[src/rtl/vec_mul_issuer.sv]
// vec_mul_issuer: captures a pair of packed operand vectors and streams their
// element-wise unsigned products four lanes per beat, framed with first/last
// markers. Issues at full rate with no backpressure; a new vector can be
// captured on the final beat of the previous one so issue never bubbles.
//
// state | meaning
// IDLE  | no vector held; ready to capture
// ISSUE | emitting beats k = 0 .. BEATS-1 of the captured vector

module vec_mul_issuer #(
    parameter int VEC_LEN = 16,
    parameter int W_A     = 8,
    parameter int W_P     = 16
) (
    input  logic                     clk,
    input  logic                     rst_n,
    input  logic                     vec_valid,
    output logic                     vec_ready,
    input  logic [VEC_LEN*W_A-1:0]   vec_a,
    input  logic [VEC_LEN*W_A-1:0]   vec_b,
    output logic                     out_valid,
    output logic [W_P-1:0]           p0,
    output logic [W_P-1:0]           p1,
    output logic [W_P-1:0]           p2,
    output logic [W_P-1:0]           p3,
    output logic                     out_first,
    output logic                     out_last,
    output logic                     busy
);

    localparam int BEATS  = VEC_LEN / 4;
    localparam int KW     = (BEATS > 1) ? $clog2(BEATS) : 1;
    localparam int VW     = VEC_LEN * W_A;
    localparam int LANE_W = 4 * W_A;
    localparam logic [KW-1:0] K_LAST = KW'(BEATS - 1);

    typedef enum logic {
        IDLE,
        ISSUE
    } state_t;

    state_t          state;
    logic [KW-1:0]   k;
    logic [VW-1:0]   op_a;
    logic [VW-1:0]   op_b;
    logic            last_beat;
    logic [W_P-1:0]  prod [4];

    assign last_beat = (k == K_LAST);
    assign busy      = (state == ISSUE);
    assign vec_ready = rst_n && ((state == IDLE) || last_beat);

    // Lane products from the low four elements of the operand shift registers
    always_comb begin
        for (int j = 0; j < 4; j++) begin
            prod[j] = W_P'(op_a[j*W_A +: W_A]) * W_P'(op_b[j*W_A +: W_A]);
        end
    end

    // Issue state machine; operands shift down one beat per issued beat
    always_ff @(posedge clk) begin
        if (!rst_n) begin
            state     <= IDLE;
            k         <= '0;
            op_a      <= '0;
            op_b      <= '0;
            out_valid <= 1'b0;
            out_first <= 1'b0;
            out_last  <= 1'b0;
            p0        <= '0;
            p1        <= '0;
            p2        <= '0;
            p3        <= '0;
        end else begin
            out_valid <= 1'b0;
            out_first <= 1'b0;
            out_last  <= 1'b0;
            case (state)
                IDLE: begin
                    if (vec_valid) begin
                        op_a  <= vec_a;
                        op_b  <= vec_b;
                        k     <= '0;
                        state <= ISSUE;
                    end
                end
                ISSUE: begin
                    p0        <= prod[0];
                    p1        <= prod[1];
                    p2        <= prod[2];
                    p3        <= prod[3];
                    out_valid <= 1'b1;
                    out_first <= (k == '0);
                    out_last  <= last_beat;
                    if (last_beat) begin
                        k <= '0;
                        if (vec_valid) begin
                            op_a <= vec_a;
                            op_b <= vec_b;
                        end else begin
                            state <= IDLE;
                        end
                    end else begin
                        op_a <= op_a >> LANE_W;
                        op_b <= op_b >> LANE_W;
                        k    <= k + KW'(1);
                    end
                end
                default: state <= IDLE;
            endcase
        end
    end

endmodule
[config.mk]
export PLATFORM = sky130hd
export DESIGN_NAME = vec_mul_issuer
export DESIGN_NICKNAME = d
export VERILOG_FILES = /design/src/rtl/vec_mul_issuer.sv
export SDC_FILE = /design/constraint.sdc
export NUM_CORES = 1
export LEC_CHECK = 0
export ABC_AREA = 0
export CORE_MARGIN = 4
export CORE_UTILIZATION = 36
export CTS_CLUSTER_DIAMETER = 120
export DETAILED_ROUTE_END_ITERATION = 10
export PLACE_DENSITY_LB_ADDON = 0.3
export RECOVER_POWER = 100
export SYNTH_ARGS = -nofsm -noshare
export SYNTH_HDL_FRONTEND = slang
export SYNTH_SLANG_ARGS = --single-unit
export TNS_END_PERCENT = 100
[constraint.sdc]
create_clock -name clk -period 4.97 [get_ports clk]
set_clock_uncertainty 0.1 [all_clocks]
set_input_delay 0.994 -clock clk [delete_from_list [all_inputs] [get_ports clk]]
set_output_delay 0.994 -clock clk [all_outputs]
set_load 0.03 [all_outputs]
==> results of run 1 <==
-- power groups by stage --
stage | clock network, mW | registers (mW) | logic [mW]
final | 2.94 | 2.90 | 0.952
after global routing | 3.13 | 2.92 | 1.06
after CTS | 3.03 | 2.90 | 0.969
after detailed placement | 0 | 2.96 | 0.964
after global placement | 0 | 2.95 | 0.950
after floorplan | 0 | 2.93 | 0.518
-- layout make-up --
class | instances | area, µm² | share of cell area, %
Clock inverter | 14 | 166 | 0.634
Timing Repair Buffer | 353 | 3490 | 13.3
Sequential cell | 326 | 6530 | 24.9
Clock buffer | 54 | 1150 | 4.39
Tap cell | 765 | 957 | 3.65
Antenna cell | 8 | 20.0 | 0.0763
Inverter | 219 | 822 | 3.13
Multi-Input combinational cell | 1641 | 13100 | 50.0
-- registers in the layout, indices dropped and copies added, names as in the netlist --
name and flops:
out_valid 1, p2 16, busy 1, op_b 128
out_last 1, k 2, p3 16, p0 16
out_first 1, p1 16, op_a 128
-- cells in the mapped netlist (4+ instances only) --
cell       count
nand2_1      283
o21a_1        14
fa_1         144
nand4_1        7
or3_1          7
nor3b_1        4
mux2i_1      280
a21oi_1       45
a31oi_1        5
ha_1         146
nor3_1        10
nand3_1       31
xnor2_1       13
inv_1        218
or4_1          8
o2111ai_1      5
o211ai_1       6
o31a_1         6
a211oi_1      17
and3_1         6
dfxtp_1      326
o211a_1        4
buf_2         15
o21ai_0      215
and2_1       197
nor2b_1        8
buf_1         19
nor2_1       116
clkbuf_1      69
a32o_1         5
a21o_1        11
-- final timing paths --
| check | from | end | slack (ns) | cells past startpoint |
|---|---|---|---|---|
| worst max-delay path | op_b[26] | p3[12] | 0.27 | 14 |
| worst min-delay path | op_b[126] | op_b[94] | 0.34 | 2 |
| worst max register to register | op_b[26] | p3[12] | 0.27 | 14 |
| worst min register to register | op_b[126] | op_b[94] | 0.34 | 2 |
-- cell usage in the layout (no fill, tap or decap), types with 7 or more instances in the layout --
master,n
a211oi_1,17
a21o_1,11
a21oi_1,45
and2_0,7
and2_1,190
buf_4,16
clkbuf_1,8
clkbuf_16,40
clkbuf_8,10
clkdlybuf4s50_1,257
clkinv_2,7
dfxtp_1,325
diode_2,8
dlygate4sd3_1,69
fa_1,144
ha_1,146
inv_1,219
mux2i_1,280
nand2_1,283
nand3_1,31
nand4_1,7
nor2_1,115
nor2b_1,8
nor3_1,10
o21a_1,14
o21ai_0,216
or3_1,7
or4_1,8
xnor2_1,13
-- worst reg2reg max path, stage by stage, from the launching register on --
cell and delay (ns):
dfxtp_1 0.50, nand2_1 0.13, fa_1 0.52, fa_1 0.56, inv_1 0.06, fa_1 0.48
inv_1 0.05, fa_1 0.47, inv_1 0.04, ha_1 0.32, and2_1 0.21, a221oi_1 0.44
a211oi_1 0.15, or3_1 0.33, a32o_1 0.24
-- per-layer routing --
layer	global-route usage, %	vias to the layer above	share of wire [%]
li1	-	8237	-
met1	28.0	7909	46
met2	31.2	430	44
met3	5.35	113	6.5
met4	7.47	18	3.2
met5	0	-	0.19
-- cells by family after synthesis --
| kind of cell | Yosys count |
|---|---|
| compound gates | 364 |
| xor+xnor | 16 |
| fa+ha+maj | 290 |
| buf+inv | 323 |
| flops | 326 |
| mux | 282 |
| simple gates | 689 |
==> out/results.txt, run 1 <==
Outcome: finished with violations
Failing checks: max-capacitance violations, max-slew violations
Combinational family with the most area after synthesis: adder cells
Largest net degree at the start of global routing: 92
WL/cell: 19.2 µm
Iter 0 DRT Violations: 1029
TritonCTS clock tree: done
Hold-fix buffers at CTS: 0
Starting Density: 36.3%
Critical path's slowest cell: fa_1
Upper clock frequency limit: 213 MHz
Vias in the first global route: 17000
Xor/xnor cell area share of the yosys netlist: 0.671%
Pre-CTS WS: 0.351 ns
Worst path required time: 5.32 ns
Top delay family on crit path: adder cells
Crit end category: flip-flop
Die H: 249 µm
FILL cells: 5498
Synth area leaders: dfxtp_1, fa_1, mux2i_1
EDFF count, synth: 0
Max cap viols: 4
Cell accounting for the most synthesized area: dfxtp_1
Simple-gate share of the synthesized area: 15.7%
Mapped Area: 20900 µm²
Routed wire length: 64800 µm
Period utilization: 94.6%
WP data arrival: 5.05 ns
Register bit total from synthesis: 326
Max incr delay on CP: 0.56 ns
Setup ws final: 0.268 ns
Syn Nets: 2839
Bufs and invs on worst path: 3
Asr flop ratio synth: 0%
Die ar.: 61900 µm²
P&R area growth vs syn: 25.7%
CP Launch Type: flip-flop
RSZ-0062 raised after global routing: no
Power Total: 6.79 mW
Total global routing track utilization: 20.4%
Final Instance Count excl. Fillers: 3380
# DRC: 0
H-tree levels: 2
Worst-Skew Late Latency: 0.56 ns
Setup_tns: 0 ns
Clk root buf: clkbuf_16
Top-area cell type share of the netlist area: 31.2%
# Post-CTS Setup Buffers: 0
WS Path Type: reg -> reg
Register area share after synthesis: 31.2%
Finished Cell Area: 26300 µm²
Placement Cell Area: 25000 µm²
Minimum clock period: 4.70 ns
Total gr overflow: 0
Worst-Margin Slew: 1.97 ns
Slew HR: -31.3%
Critical Path, Cell by Cell: nand2_1 > fa_1 > fa_1 > inv_1 > fa_1 > inv_1 > fa_1 > inv_1 > ha_1 > and2_1 > a221oi_1 > a211oi_1 > or3_1 > a32o_1
Final net count: 3129
Leakage: 12.2 nW
Core region area: 57600 µm²
Dpl cells: 3304
Mux cell area share after synthesis: 13.5%
Vias per cell: 4.94
WHS: 0.340 ns
CTS clock-pin slew for the worst setup and hold paths: 0.06 ns
First-pass GRT wire length: 101000 µm
Die width: 249 µm
Final ANT Viol Nets: 0
Post-CTS Resized: 0
Gp weighted congestion: 0.864
CTS sink count: 326
Int Power: 5.00 mW
Initial antenna violation count: 20
FP Rows: 88
Sequential Power Share: 42.7%
Sw Share: 26.4%
Synthesized-area fraction occupied by adder cells: 22.5%
Worst-case clock buffer depth: 3
Port bufs: 327
PwrDens: 259 nW/µm²
Synth unique cells: 59
Worst-path maximum fanout: 9
Drt pass-1 iters: 5
Psw: 1.79 mW
HPWL after detailed placement: 50400 µm
Syn Inst Count: 2290
Clock network power share: 43.2%
Final core area utilization: 45.6%
YS warnings: 0
Compound-Gate Fraction of Synth Area: 10.4%
Final Slew Violations: 247
Setup violations, final: 0
Top FF cell, synth: dfxtp_1
Final Hold Fails: 0
Hold Crit Class: reg -> reg
Max VDD drop: 0.000232 V
# IOs: 328
Layout cells sized above 1: 3.68%
Combinational power share: 14.0%
Number of buffers created by CTS: 39
Syn_area_per_cell: 9.12 µm²
Most Frequent Cell on Critical Path: fa_1
Vias post-DR: 16700
No activity file was read; power rests on OpenSTA's default activity.
==> run 2, diff against run 1 <==
--- a/config.mk
+++ b/config.mk
@@ -8,7 +8,7 @@
 export ABC_AREA = 0
 export CORE_MARGIN = 4
 export CORE_UTILIZATION = 36
-export CTS_CLUSTER_DIAMETER = 120
+export CTS_CLUSTER_DIAMETER = 80
 export DETAILED_ROUTE_END_ITERATION = 10
 export PLACE_DENSITY_LB_ADDON = 0.3
 export RECOVER_POWER = 100
==> constraint.sdc (replaced) <==
create_clock -name clk -period 4.18 [get_ports clk]
set_clock_uncertainty 0.1 [all_clocks]
set_input_delay 0.836 -clock clk [delete_from_list [all_inputs] [get_ports clk]]
set_output_delay 0.836 -clock clk [all_outputs]
set_load 0.03 [all_outputs]
==> out/results.txt, run 2 (synthesized netlist as in run 1, its figures left out) <==
Outcome: finished with violations
Failing checks: max-capacitance violations, max-slew violations, negative setup slack
Setup ws final: -0.0248 ns (-0.293 ns)
Slew HR: -40.1% (-8.8 points)
Worst-Margin Slew: 2.10 ns (+0.132 ns)
Max cap viols: 2 (-2)
Top flop regs: op_a: 128 flops, op_b: 128 flops
Final Slew Violations: 227 (-8.1%)
H-tree levels: 2 (unchanged)
Hold Crit Class: reg -> reg
Top delay family on crit path: adder cells
Total global routing track utilization: 20.5% (+0.11 points)
RR Startpoint: op_b[18]
WS Path Type: reg -> reg
PwrDens: 304 nW/µm² (+17%)
Minimum clock period: 4.20 ns (-0.497 ns)
Vias post-DR: 17200 (+2.8%)
CP Launch Type: flip-flop
Met3 usage: 4.09% (-1.3 points)
Drt pass-1 iters: 5 (unchanged)
CTS clock-pin slew for the worst setup and hold paths: 0.06 ns (about the same)
# IOs: 328 (unchanged)
Routed wire length: 65400 µm (+0.92%)
Period utilization: 101% (+6.0 points)
Critical path endpoint: p2[14]
Hold-fix buffers at CTS: 0 (unchanged)
Leakage: 12.8 nW (+5.6%)
WL/cell: 18.6 µm (-2.8%)
Setup_tns: -0.0343 ns (-0.0343 ns)
FILL cells: 5450 (-0.87%)
Area of the multi-input gates: 13500 µm² (+3.2%)
RR Endpoint: p2[14]
CP startpoint: op_b[18]
Bufs and invs on worst path: 2 (-1)
Register area: 6630 µm² (+1.6%)
Critical path's slowest cell: fa_1
First-pass GRT wire length: 103000 µm (+1.9%)
Final net count: 3257 (+4.1%)
Commonest non-fill, non-tap cell in the layout: dfxtp_1
Most Frequent Cell on Critical Path: fa_1
TritonCTS clock tree: done
Setup violations, final: 2 (+2)
Commonest non-fill, non-tap cells in the layout: dfxtp_1, mux2i_1, nand2_1
Vias per cell: 4.90 (-0.94%)
Levels on crit path: 13 (-1)
Met1 Resource Use GR: 28.1% (+0.11 points)
GRT Max-Usage Layer: met2
Final ANT Viol Nets: 0 (unchanged)
Worst path required time: 4.54 ns (-0.78 ns)
Crit end category: flip-flop
Critical Path, Cell by Cell: and2_4 > fa_1 > inv_1 > fa_1 > fa_2 > fa_1 > inv_1 > ha_2 > a211o_1 > a211oi_2 > nor2_1 > or4_1 > a32o_1
Worst-case clock buffer depth: 3 (unchanged)
Internal reg-to-reg setup slack: -0.02 ns (-0.29 ns)
Die width: 249 µm (unchanged)
FP Rows: 88 (unchanged)
Iter 0 DRT Violations: 962 (-6.5%)
R2R depth: 13 (-1)
P&R area growth vs syn: 33.3%
Final core area utilization: 48.4% (+2.8 points)
Max VDD drop: 0.000267 V (+15%)
Vias in the first global route: 17700 (+4.2%)
Initial antenna violation count: 3 (-85%)
# DRC: 0 (unchanged)
Port bufs: 327 (unchanged)
Largest net degree at the start of global routing: 132 (+43%)
Upper clock frequency limit: 238 MHz (+12%)
Clk root buf: clkbuf_16
Core region area: 57600 µm² (unchanged)
Worst-path maximum fanout: 7 (-2)
Met2 Usage GRT: 33.8% (+2.6 points)
CTS sink count: 326 (unchanged)
RSZ-0062 raised after global routing: yes
Max incr delay on CP: 0.54 ns (-0.02 ns)
Final Hold Fails: 0 (unchanged)
HPWL after detailed placement: 51600 µm (+2.3%)
Die H: 249 µm (unchanged)
Gp weighted congestion: 0.907 (+5.1%)
Layout cells sized above 1: 13.1% (+9.4 points)
Worst-Skew Late Latency: 0.57 ns (about the same)
WP data arrival: 4.56 ns (-0.49 ns)
Die ar.: 61900 µm² (unchanged)
Starting Density: 36.3% (unchanged)
Total gr overflow: 0 (unchanged)
Number of buffers created by CTS: 41 (+5.1%)
[run 2: cell types whose count changed in the layout (fill, tap and decap cells not counted), moves of 12 or more]
cell     change
buf_4      +112
inv_2       +13
ha_1        -19
fa_2        +12
dfxtp_4     +20
ha_4        +14
fa_1        -12
inv_1       -13
and2_4      +18
and2_1      -12
dfxtp_1     -43
dfxtp_2     +23
[run 2: how the worst min path moves through the flow]
stage / startpoint / endpoint / slack (ns) / cells past startpoint
5_1_grt: p3[0] / p3[0] / 0.37 / 2
3_5_place_dp: op_b[114] / op_b[82] / 0.34 / 2
6_report: op_b[114] / op_b[82] / 0.35 / 2
2_1_floorplan: op_a[52] / op_a[20] / 0.32 / 2
3_3_place_gp: op_b[109] / op_b[77] / 0.33 / 2
4_1_cts: op_a[112] / op_a[80] / 0.36 / 2
[run 2: area by class of cell]
class | count | share of cell area [%]
tap | 765 | 3.44
timing repair buffer | 479 | 16.0
clock buffer | 56 | 4.14
inverter | 219 | 2.95
sequential | 326 | 23.8
multi-input combinational | 1641 | 48.6
clock inverter | 19 | 1.04
antenna | 4 | 0.0359
[run 2: through the flow]
stage | power, mW | setup WS (ns) | std cells | hold WS, ns | area (µm²)
3_5_place_dp | 4.76 | -0.128 | 3416 | 0.338 | 25900
4_1_cts | 8.55 | -0.0315 | 3494 | 0.356 | 27400
5_1_grt | 8.85 | -0.137 | 3507 | 0.374 | 27900
3_3_place_gp | 4.73 | -0.0821 | 3416 | 0.332 | 25900
6_report | 8.46 | -0.0248 | 3509 | 0.352 | 27900
2_1_floorplan | 4.10 | -0.0512 | 2290 | 0.324 | 20900
[run 2: per-layer routing]
layer  part of all wire, %  routed length, µm
met5                     0                  0
met4                   2.1               1360
met1                    46              30200
met2                    47              30600
met3                   5.0               3270
[run 2: report_power, final]
part	internal, mW	switching (mW)
Combinational	0.656	0.651
Sequential	3.28	0.137
Clock	2.27	1.47
Total	6.21	2.26
[run 2: timing repair]
action                     4_1_cts  5_1_grt
setup buffers                    3       12
pin swaps                       13       67
setup endpoints to repair       20       34
resized for setup               32      134
[run 2: worst reg2reg max path, stage by stage, from the launching register on]
cell      delay [ns]
dfxtp_4         0.37
and2_4          0.15
fa_1            0.54
inv_1           0.05
fa_1            0.52
fa_2            0.45
fa_1            0.49
inv_1           0.04
ha_2            0.16
a211o_1         0.32
a211oi_2        0.19
nor2_1          0.07
or4_1           0.39
a32o_1          0.26
